`src/rtl/rsa_io_pkg.sv`:
```
// Shared definitions for the RSA PIO sequencer: FSM states, PIO command/status codes.
package rsa_io_pkg;

  localparam int WORDS_DEF = 4;

  localparam logic [3:0] CMD_IDLE     = 4'd0;
  localparam logic [3:0] CMD_LOAD_MSG = 4'd1;
  localparam logic [3:0] CMD_LOAD_EXP = 4'd2;
  localparam logic [3:0] CMD_LOAD_MOD = 4'd3;
  localparam logic [3:0] CMD_START    = 4'd4;
  localparam logic [3:0] CMD_READ     = 4'd5;

  localparam logic [3:0] ST_READY = 4'd0;
  localparam logic [3:0] ST_ACK   = 4'd1;
  localparam logic [3:0] ST_BUSY  = 4'd2;
  localparam logic [3:0] ST_DONE  = 4'd3;
  localparam logic [3:0] ST_ERROR = 4'd15;

  localparam logic [1:0] OP_MSG = 2'd0;
  localparam logic [1:0] OP_EXP = 2'd1;
  localparam logic [1:0] OP_MOD = 2'd2;

  typedef enum logic [2:0] {
    S_READY, S_LOAD_ACK, S_RUN, S_DONE, S_READ_ACK, S_ERROR
  } state_t;

  function automatic logic [3:0] status_of(state_t s);
    case (s)
      S_READY:    return ST_READY;
      S_LOAD_ACK: return ST_ACK;
      S_RUN:      return ST_BUSY;
      S_DONE:     return ST_DONE;
      S_READ_ACK: return ST_ACK;
      default:    return ST_ERROR;
    endcase
  endfunction

endpackage

```
`src/rtl/rsa_operand_bank.sv`:
```
// Three word-indexed operand registers (msg/exp/mod), each with its own wrapping write index.
module rsa_operand_bank
  import rsa_io_pkg::*;
#(
  parameter int WORDS = WORDS_DEF
) (
  input  logic               clk,
  input  logic               reset,
  input  logic               we,
  input  logic               clr,
  input  logic [1:0]         sel,
  input  logic [31:0]        data,
  output logic [WORDS*32-1:0] msg,
  output logic [WORDS*32-1:0] exp,
  output logic [WORDS*32-1:0] mod
);

  localparam int IW = (WORDS > 1) ? $clog2(WORDS) : 1;

  logic [2:0][IW-1:0]             idx;
  logic [2:0][WORDS-1:0][31:0]    regs;

  always_ff @(posedge clk) begin
    if (reset) begin
      idx  <= '0;
      regs <= '0;
    end else if (clr) begin
      idx <= '0;
    end else if (we && sel != 2'd3) begin
      regs[sel][idx[sel]] <= data;
      idx[sel] <= (idx[sel] == IW'(WORDS-1)) ? '0 : idx[sel] + 1'b1;
    end
  end

  assign msg = regs[OP_MSG];
  assign exp = regs[OP_EXP];
  assign mod = regs[OP_MOD];

endmodule

```
`src/rtl/rsa_io_sequencer.sv`:
```
// PIO command sequencer: loads RSA operands word by word, starts the core, returns the result.
module rsa_io_sequencer
  import rsa_io_pkg::*;
#(
  parameter int WORDS = WORDS_DEF
) (
  input  logic                clk,
  input  logic                reset,
  input  logic [31:0]         to_hw_port,
  input  logic [3:0]          to_hw_sig,
  output logic [31:0]         to_sw_port,
  output logic [3:0]          to_sw_sig,
  output logic [WORDS*32-1:0] msg_o,
  output logic [WORDS*32-1:0] exp_o,
  output logic [WORDS*32-1:0] mod_o,
  output logic                core_start,
  input  logic                core_done,
  input  logic [WORDS*32-1:0] core_result
);

  localparam int IW = (WORDS > 1) ? $clog2(WORDS) : 1;

  state_t                  state, state_nx;
  logic                    sig_seen;
  logic                    cmd_new;
  logic                    ld_we, clr_idx, do_read;
  logic [1:0]              ld_sel;
  logic [IW-1:0]           rd_idx;
  logic [WORDS-1:0][31:0]  result;
  logic                    done_ok;

  // Commands execute only on a 0 -> nonzero transition, so a held command never repeats.
  assign cmd_new = (to_hw_sig != CMD_IDLE) && !sig_seen;
  // The core cannot finish during its own start pulse.
  assign done_ok = core_done && !core_start;

  always_ff @(posedge clk) begin
    if (reset) state <= S_READY;
    else       state <= state_nx;
  end

  always_comb begin
    state_nx = state;
    ld_we    = 1'b0;
    ld_sel   = OP_MSG;
    clr_idx  = 1'b0;
    do_read  = 1'b0;
    case (state)
      S_READY: if (cmd_new) begin
        case (to_hw_sig)
          CMD_LOAD_MSG: begin ld_we = 1'b1; ld_sel = OP_MSG; state_nx = S_LOAD_ACK; end
          CMD_LOAD_EXP: begin ld_we = 1'b1; ld_sel = OP_EXP; state_nx = S_LOAD_ACK; end
          CMD_LOAD_MOD: begin ld_we = 1'b1; ld_sel = OP_MOD; state_nx = S_LOAD_ACK; end
          CMD_START:    state_nx = S_RUN;
          default:      state_nx = S_ERROR;
        endcase
      end
      S_LOAD_ACK: if (to_hw_sig == CMD_IDLE) state_nx = S_READY;
      S_RUN:      if (done_ok) state_nx = S_DONE;
      S_DONE: if (cmd_new) begin
        if (to_hw_sig == CMD_READ) begin
          do_read  = 1'b1;
          state_nx = S_READ_ACK;
        end else begin
          state_nx = S_ERROR;
        end
      end
      S_READ_ACK: if (to_hw_sig == CMD_IDLE) begin
        if (rd_idx == IW'(WORDS-1)) begin
          clr_idx  = 1'b1;
          state_nx = S_READY;
        end else begin
          state_nx = S_DONE;
        end
      end
      S_ERROR: if (to_hw_sig == CMD_IDLE) begin
        clr_idx  = 1'b1;
        state_nx = S_READY;
      end
      default: state_nx = S_READY;
    endcase
  end

  always_comb begin
    to_sw_sig = status_of(state);
  end

  always_ff @(posedge clk) begin
    if (reset) begin
      sig_seen   <= 1'b0;
      core_start <= 1'b0;
      rd_idx     <= '0;
      result     <= '0;
      to_sw_port <= '0;
    end else begin
      sig_seen   <= (to_hw_sig != CMD_IDLE);
      core_start <= (state == S_READY) && (state_nx == S_RUN);
      if (state == S_RUN && done_ok) result <= core_result;
      if (clr_idx || (state == S_RUN && done_ok))
        rd_idx <= '0;
      else if (state == S_READ_ACK && state_nx == S_DONE)
        rd_idx <= rd_idx + 1'b1;
      if (do_read) to_sw_port <= result[rd_idx];
    end
  end

  rsa_operand_bank #(.WORDS(WORDS)) u_bank (
    .clk   (clk),
    .reset (reset),
    .we    (ld_we),
    .clr   (clr_idx),
    .sel   (ld_sel),
    .data  (to_hw_port),
    .msg   (msg_o),
    .exp   (exp_o),
    .mod   (mod_o)
  );

endmodule

```
`config.mk`:
```
export PLATFORM = sky130hd
export DESIGN_NAME = rsa_io_sequencer
export DESIGN_NICKNAME = d
export VERILOG_FILES = /design/src/rtl/rsa_io_pkg.sv /design/src/rtl/rsa_operand_bank.sv /design/src/rtl/rsa_io_sequencer.sv
export SDC_FILE = /design/constraint.sdc
export NUM_CORES = 1
export LEC_CHECK = 0
export ABC_CLOCK_PERIOD_IN_PS = 3000
export BUFFER_PORTS_ARGS = -buffer_cell sky130_fd_sc_hd__clkbuf_2
export CORE_AREA = 5 5 227 229
export DETAILED_ROUTE_END_ITERATION = 8
export DIE_AREA = 0 0 232 234
export PLACE_DENSITY = 0.66
export SETUP_SLACK_MARGIN = 0.3
export SKIP_LAST_GASP = 1
export SYNTH_ARGS = -nofsm -noshare
export SYNTH_HDL_FRONTEND = slang
export SYNTH_SLANG_ARGS = --single-unit
```
`constraint.sdc`:
```
create_clock -name clk -period 3 [get_ports clk]
set_input_delay 0.6 -clock clk [delete_from_list [all_inputs] [get_ports clk]]
set_output_delay 0.6 -clock clk [all_outputs]
set_load 0.05 [all_outputs]
```
==> Word-level counts from Yosys, hierarchy flattened <==
Cells that the tools add are included.
{ "classes": {"addsub": 2, "n_mul": 0, "n_div": 0, "order_cmp": 5, "n_eq_ne": 15, "n_shift": 0, "n_mux": 36, "bitwise": 1, "reduce_logical": 20} }
{ "op_table": {"columns": ["operator", "n"], "rows": [
  ["$bwmux W384", 1],
  ["$demux W128 S2", 1],
  ["$mux W128", 1],
  ["$bmux W32 S2", 1],
  ["$demux W32 S2", 1],
  ["$mux W32", 2],
  ["$pmux W4 S4", 1],
  ["$mux W3", 5],
  ["$pmux W3 S5", 1],
  ["$eq A3 B2 Y1 const B", 4],
  ["$mux W2", 6],
  ["$mux W1", 10],
  ["$lt A2 B3 Y1 const B", 3],
  ["$eq A4 B2 Y1 const B", 2],
  ["$eq A4 B3 Y1 const B", 2],
  ["$logic_and A1 B1 Y1", 8],
  ["$reduce_or A2 Y1", 4],
  ["$bwmux W6", 1],
  ["$eq A3 B3 Y1 const B", 2],
  ["$pmux W3 S2", 1],
  ["$add A2 B1 Y2 const B", 2],
  ["$bmux W2 S2", 1],
  ["$demux W2 S2", 1],
  ["$eq A2 B2 Y1 const B", 2],
  ["other kinds (14)", 16]
]} }
{ "word_totals": {"regBits": 557, "latch_bits": 0, "mem_bits_rw": 0, "romBits": 0, "inputBits": 167, "out_inout_bits": 421, "wordCells": 103, "memories": 0} }

==> Longest topological paths before layout <==
{ "depth": {"ltp_word": 13, "depth_mapped": 11, "mapped_depth_nobuf": 8} }

==> Modules after synthesis <==
A second synthesis with hierarchy kept.
{ "unflattened": {"hier_cells": 2167, "hier_area_um2": 21944.8} }
{ "modules_own_cells": {"columns": ["mod", "instances", "cells_each", "area_each_um2", "seq_area_each_um2"], "rows": [
  ["rsa_operand_bank", 1, 1363, 15120.8, 7807.5],
  ["rsa_io_sequencer", 1, 804, 6824.0, 3343.2]
]} }

==> Worst setup path before layout <==
Ideal clock, no wire load.
{ "synth_timing": {"kind": "reg2out", "start": "reg state[0]", "end": "out to_sw_sig[3]", "arrival_ns": 1.824, "required_ns": 2.400, "path_slack_ns": 0.576, "stages_incl_launch_ff": 6, "path_buffers": 3, "path_cell_list": "dfxtp_1 nor2_1 clkbuf_1 clkbuf_1 nor2b_1 buf_4"} }
{ "synth_between": {"elab_chain_len": 3, "elab_cells_between_ends": 7, "cone_classes": "eq/ne (4); mux (1); reduce/logical (2)"} }
{ "synth_lines": {"columns": ["element", "line_no", "source"], "rows": [
  ["from (decl)", "rsa_io_sequencer.sv:23", "state_t state, state_nx;"],
  ["from (signal assigned)", "rsa_io_sequencer.sv:39", "else state <= state_nx;"],
  ["$eq A3 B3 Y1 / $eq A3 B1 Y1 (equally long branches)", "rsa_io_pkg.sv:28", "case (s)"],
  ["$reduce_or A2 Y1 (no source line)", null, null],
  ["$pmux W4 S4 *", "rsa_io_pkg.sv:28", null],
  ["to (decl)", "rsa_io_sequencer.sv:12", "output logic [3:0] to_sw_sig,"]
]} }
Mark *: on every way between the ends. The rest lies on a longest branch, timed or not.

==> Worst setup path after layout <==
{ "layout_timing": {"start": "reg state[0]", "end": "out to_sw_sig[2]"} }
The elaborated chain is that of the path after synthesis.

==> impl_metrics.yaml <==
power:
  total_power_uw: 15420
  p_sw_frac: 0.2266
  power_switching_uw: 3494
  p_seq_frac: 0.483
  max-vdd-ir-drop_uv: 432.6
  leakage_uw: 0.01002
  combPwrFrac: 0.042
  intPower_uw: 11930
  clockPowerShare: 0.475
  power_density_nw_per_um2: 591.0
final_layout:
  drive_gt1_frac: 0.2581
  synthToLayoutAreaGrowth_pct: 27.09
  multi_input_area_um2: 8358
  seqCellArea_um2: 11150
  layout.nets: 3217
  utilization: 0.5277
  fillers: 4670
  fin_cells: 3764
timing:
  fin_hold_ws_ns: 0.2009
  worst_slew_pin_slew_ns: 0.6767
  setup_viol_count_final: 0
  slew_headroom: 0.5479
  clock-skew-final_ns: 0.02447
  hold_viol: 0
  slew_violations: 0
  fmax_mhz: 401.0
  rsz0062_at_grt: "false"
  setup_tns_ns: 0
  period_share: 0.8313
  period_needed_ns: 2.494
route:
  drc: 0
  drtIter0Drc: 1892
  wl_mm: 74.99
  wl_per_cell_um: 19.92
  first_pass_iters: 5
  vias: 19720
  vias_per_cell: 5.240
  ant_nets: 0
place:
  io_buffer_count: 587
  post-dp-hpwl_mm: 52.64
  dp.cells: 3658
  place_congestion: 0.8904
logic_synthesis:
  netlist_area_um2: 20530
  synth_warnings: 0
  synthesis.nets: 2739
  synth_edf_count: 0
  synthCells: 2567
  syn_area_per_cell_um2: 7.999
  ys.flop_type: "dfxtp_1"
  ys_seq_area_frac: 0.5431
  synth_seq_cells: 557
  synthArstFlopShare: 0
  synth_cell_types: 41
grt:
  grt_pass1_vias: 18540
  grtUsageTotal: 0.2608
  antenna_found_initial: 7
  grt_pass1_wl_mm: 110.7
  grt_max_degree: 99
  overflow: 0
clock_network:
  clockBufferDepth: 3
  worstSkewPairLatency_ns: 0.62
  postCtsHoldBufs: 0
  cts_resized: 0
  clk_pin_slew_worst_paths_ns: 0.06
  tritoncts: "done"
  clkSinkCount: 557
  cts.repair_timing.setup_buffer_count: 0
  cts_buffers: 57
  cts_root_buf: "clkbuf_16"
  htreeDepth: 2
floorplan:
  design.core.area_um2: 49450
  die_h_um: 234
  top_level_ports: 588
  initial_utilization: 0.4152
  rows: 82
  die_area_um2: 54290
  die_w_um: 232
setup_path:
  rr_worst_depth: 10
  cp_max_fo: 13
  path_class: "reg2out"
  startpoint_type: "flop"
  cp.required_ns: 2.40
  critical_path_arrival_ns: 1.89
  cp-end-kind: "output pin"
flow_run:
  drv_cap: 0
worst_hold_path:
  hold_path.class: "in2reg"
  hold_path_depth: 3
status:
  status: "finished, final reports clean"
[sequential cells by signal, summed over array words and instances, names as in the netlist, 2 cells and up]
name / count
rd_idx: 2
result: 128
state: 3
to_sw_port: 32
u_bank.exp: 128
u_bank.idx: 6
u_bank.mod: 128
u_bank.msg: 128
[power by group through the flow]
stage	logic (uW)	registers, uW	clock network, uW
2_1_floorplan	298	7650	0
3_3_place_gp	633	7620	0
3_5_place_dp	639	7620	0
4_1_cts	641	7450	7430
5_1_grt	684	7450	7750
6_report	643	7450	7320
[area by class of cell]
| type | instances | area share |
|---|---|---|
| flip-flops and latches | 557 | 0.4274 |
| multi-input cells | 1775 | 0.3203 |
| repair buffers | 652 | 0.1446 |
| clock buffers | 84 | 0.06468 |
| well taps | 672 | 0.03222 |
| clock inverters | 18 | 0.01012 |
| diodes | 4 | 0.0003836 |
| inverters | 2 | 0.0002877 |
[layout by cell type (no fill, tap or decap), types with 6 or more instances in the layout]
master,n
buf_12,27
buf_4,38
clkbuf_16,57
nand4_1,6
clkbuf_2,586
mux4_2,32
o21ai_0,7
clkinv_2,8
clkbuf_1,11
a21oi_1,550
nand2_1,1097
nor2_1,11
dfxtp_1,556
nor3_1,6
clkbuf_8,16
and4_2,6
[cells by family after synthesis]
group,count (synthesis),synth area share
AND/OR/NAND/NOR,1163,0.2236
AO/OA/AOI/OAI,566,0.1392
buffers and inverters,235,0.05186
XOR/XNOR,4,0.001707
multiplexers,37,0.03754
flip-flops,557,0.5431
adder cells (fa/ha/maj),5,0.003047
[per-stage QoR]
stage	setup WS [ns]	cell area, um2
after floorplan	0.5756	20530
after global placement	0.3006	24130
after detailed placement	0.2691	24130
after CTS	0.4708	26080
after global routing	0.3011	26090
final	0.5060	26090
[critical path, cell delays in order, from the launching register on]
cell and delay (ns):
dfxtp_1 0.58, nor2_1 0.10, nor2b_1 0.26, clkbuf_2 0.34
[cell usage after synthesis, types with 6 or more instances]
cell type / instances / area, um2
a21oi_1: 550 / 2753
and4_1: 8 / 70.07
buf_2: 74 / 370.4
buf_4: 6 / 45.04
buf_6: 9 / 101.4
clkbuf_1: 144 / 540.5
dfxtp_1: 557 / 11150
mux4_2: 32 / 720.7
nand2_1: 1097 / 4118
nand4_1: 6 / 37.54
nor2_1: 11 / 41.29
nor3_1: 7 / 35.03
o21ai_0: 7 / 35.03
[per-layer routing]
| layer | GRT usage | wire, um | vias to the layer above |
|---|---|---|---|
| li1 | - | - | 9284 |
| met1 | 0.3160 | 28830 | 9359 |
| met2 | 0.4352 | 35460 | 877 |
| met3 | 0.06732 | 6704 | 197 |
| met4 | 0.1254 | 3957 | 6 |
| met5 | 0 | 37 | - |
[worst paths after layout]
kind / slack [ns] / endpoint / startpoint
hold reg to reg: 0.45 / result[69]$_SDFFE_PP0P_ / result[69]$_SDFFE_PP0P_
setup reg to reg: 0.54 / u_bank.exp[46]$_SDFFE_PP0P_ / sig_seen$_SDFF_PP0_
hold / removal: 0.20 / result[7]$_SDFFE_PP0P_ / core_result[7]
setup / recovery: 0.51 / to_sw_sig[2] / state[0]$_SDFF_PP0_
No activity file was read; power rests on OpenSTA's default activity.
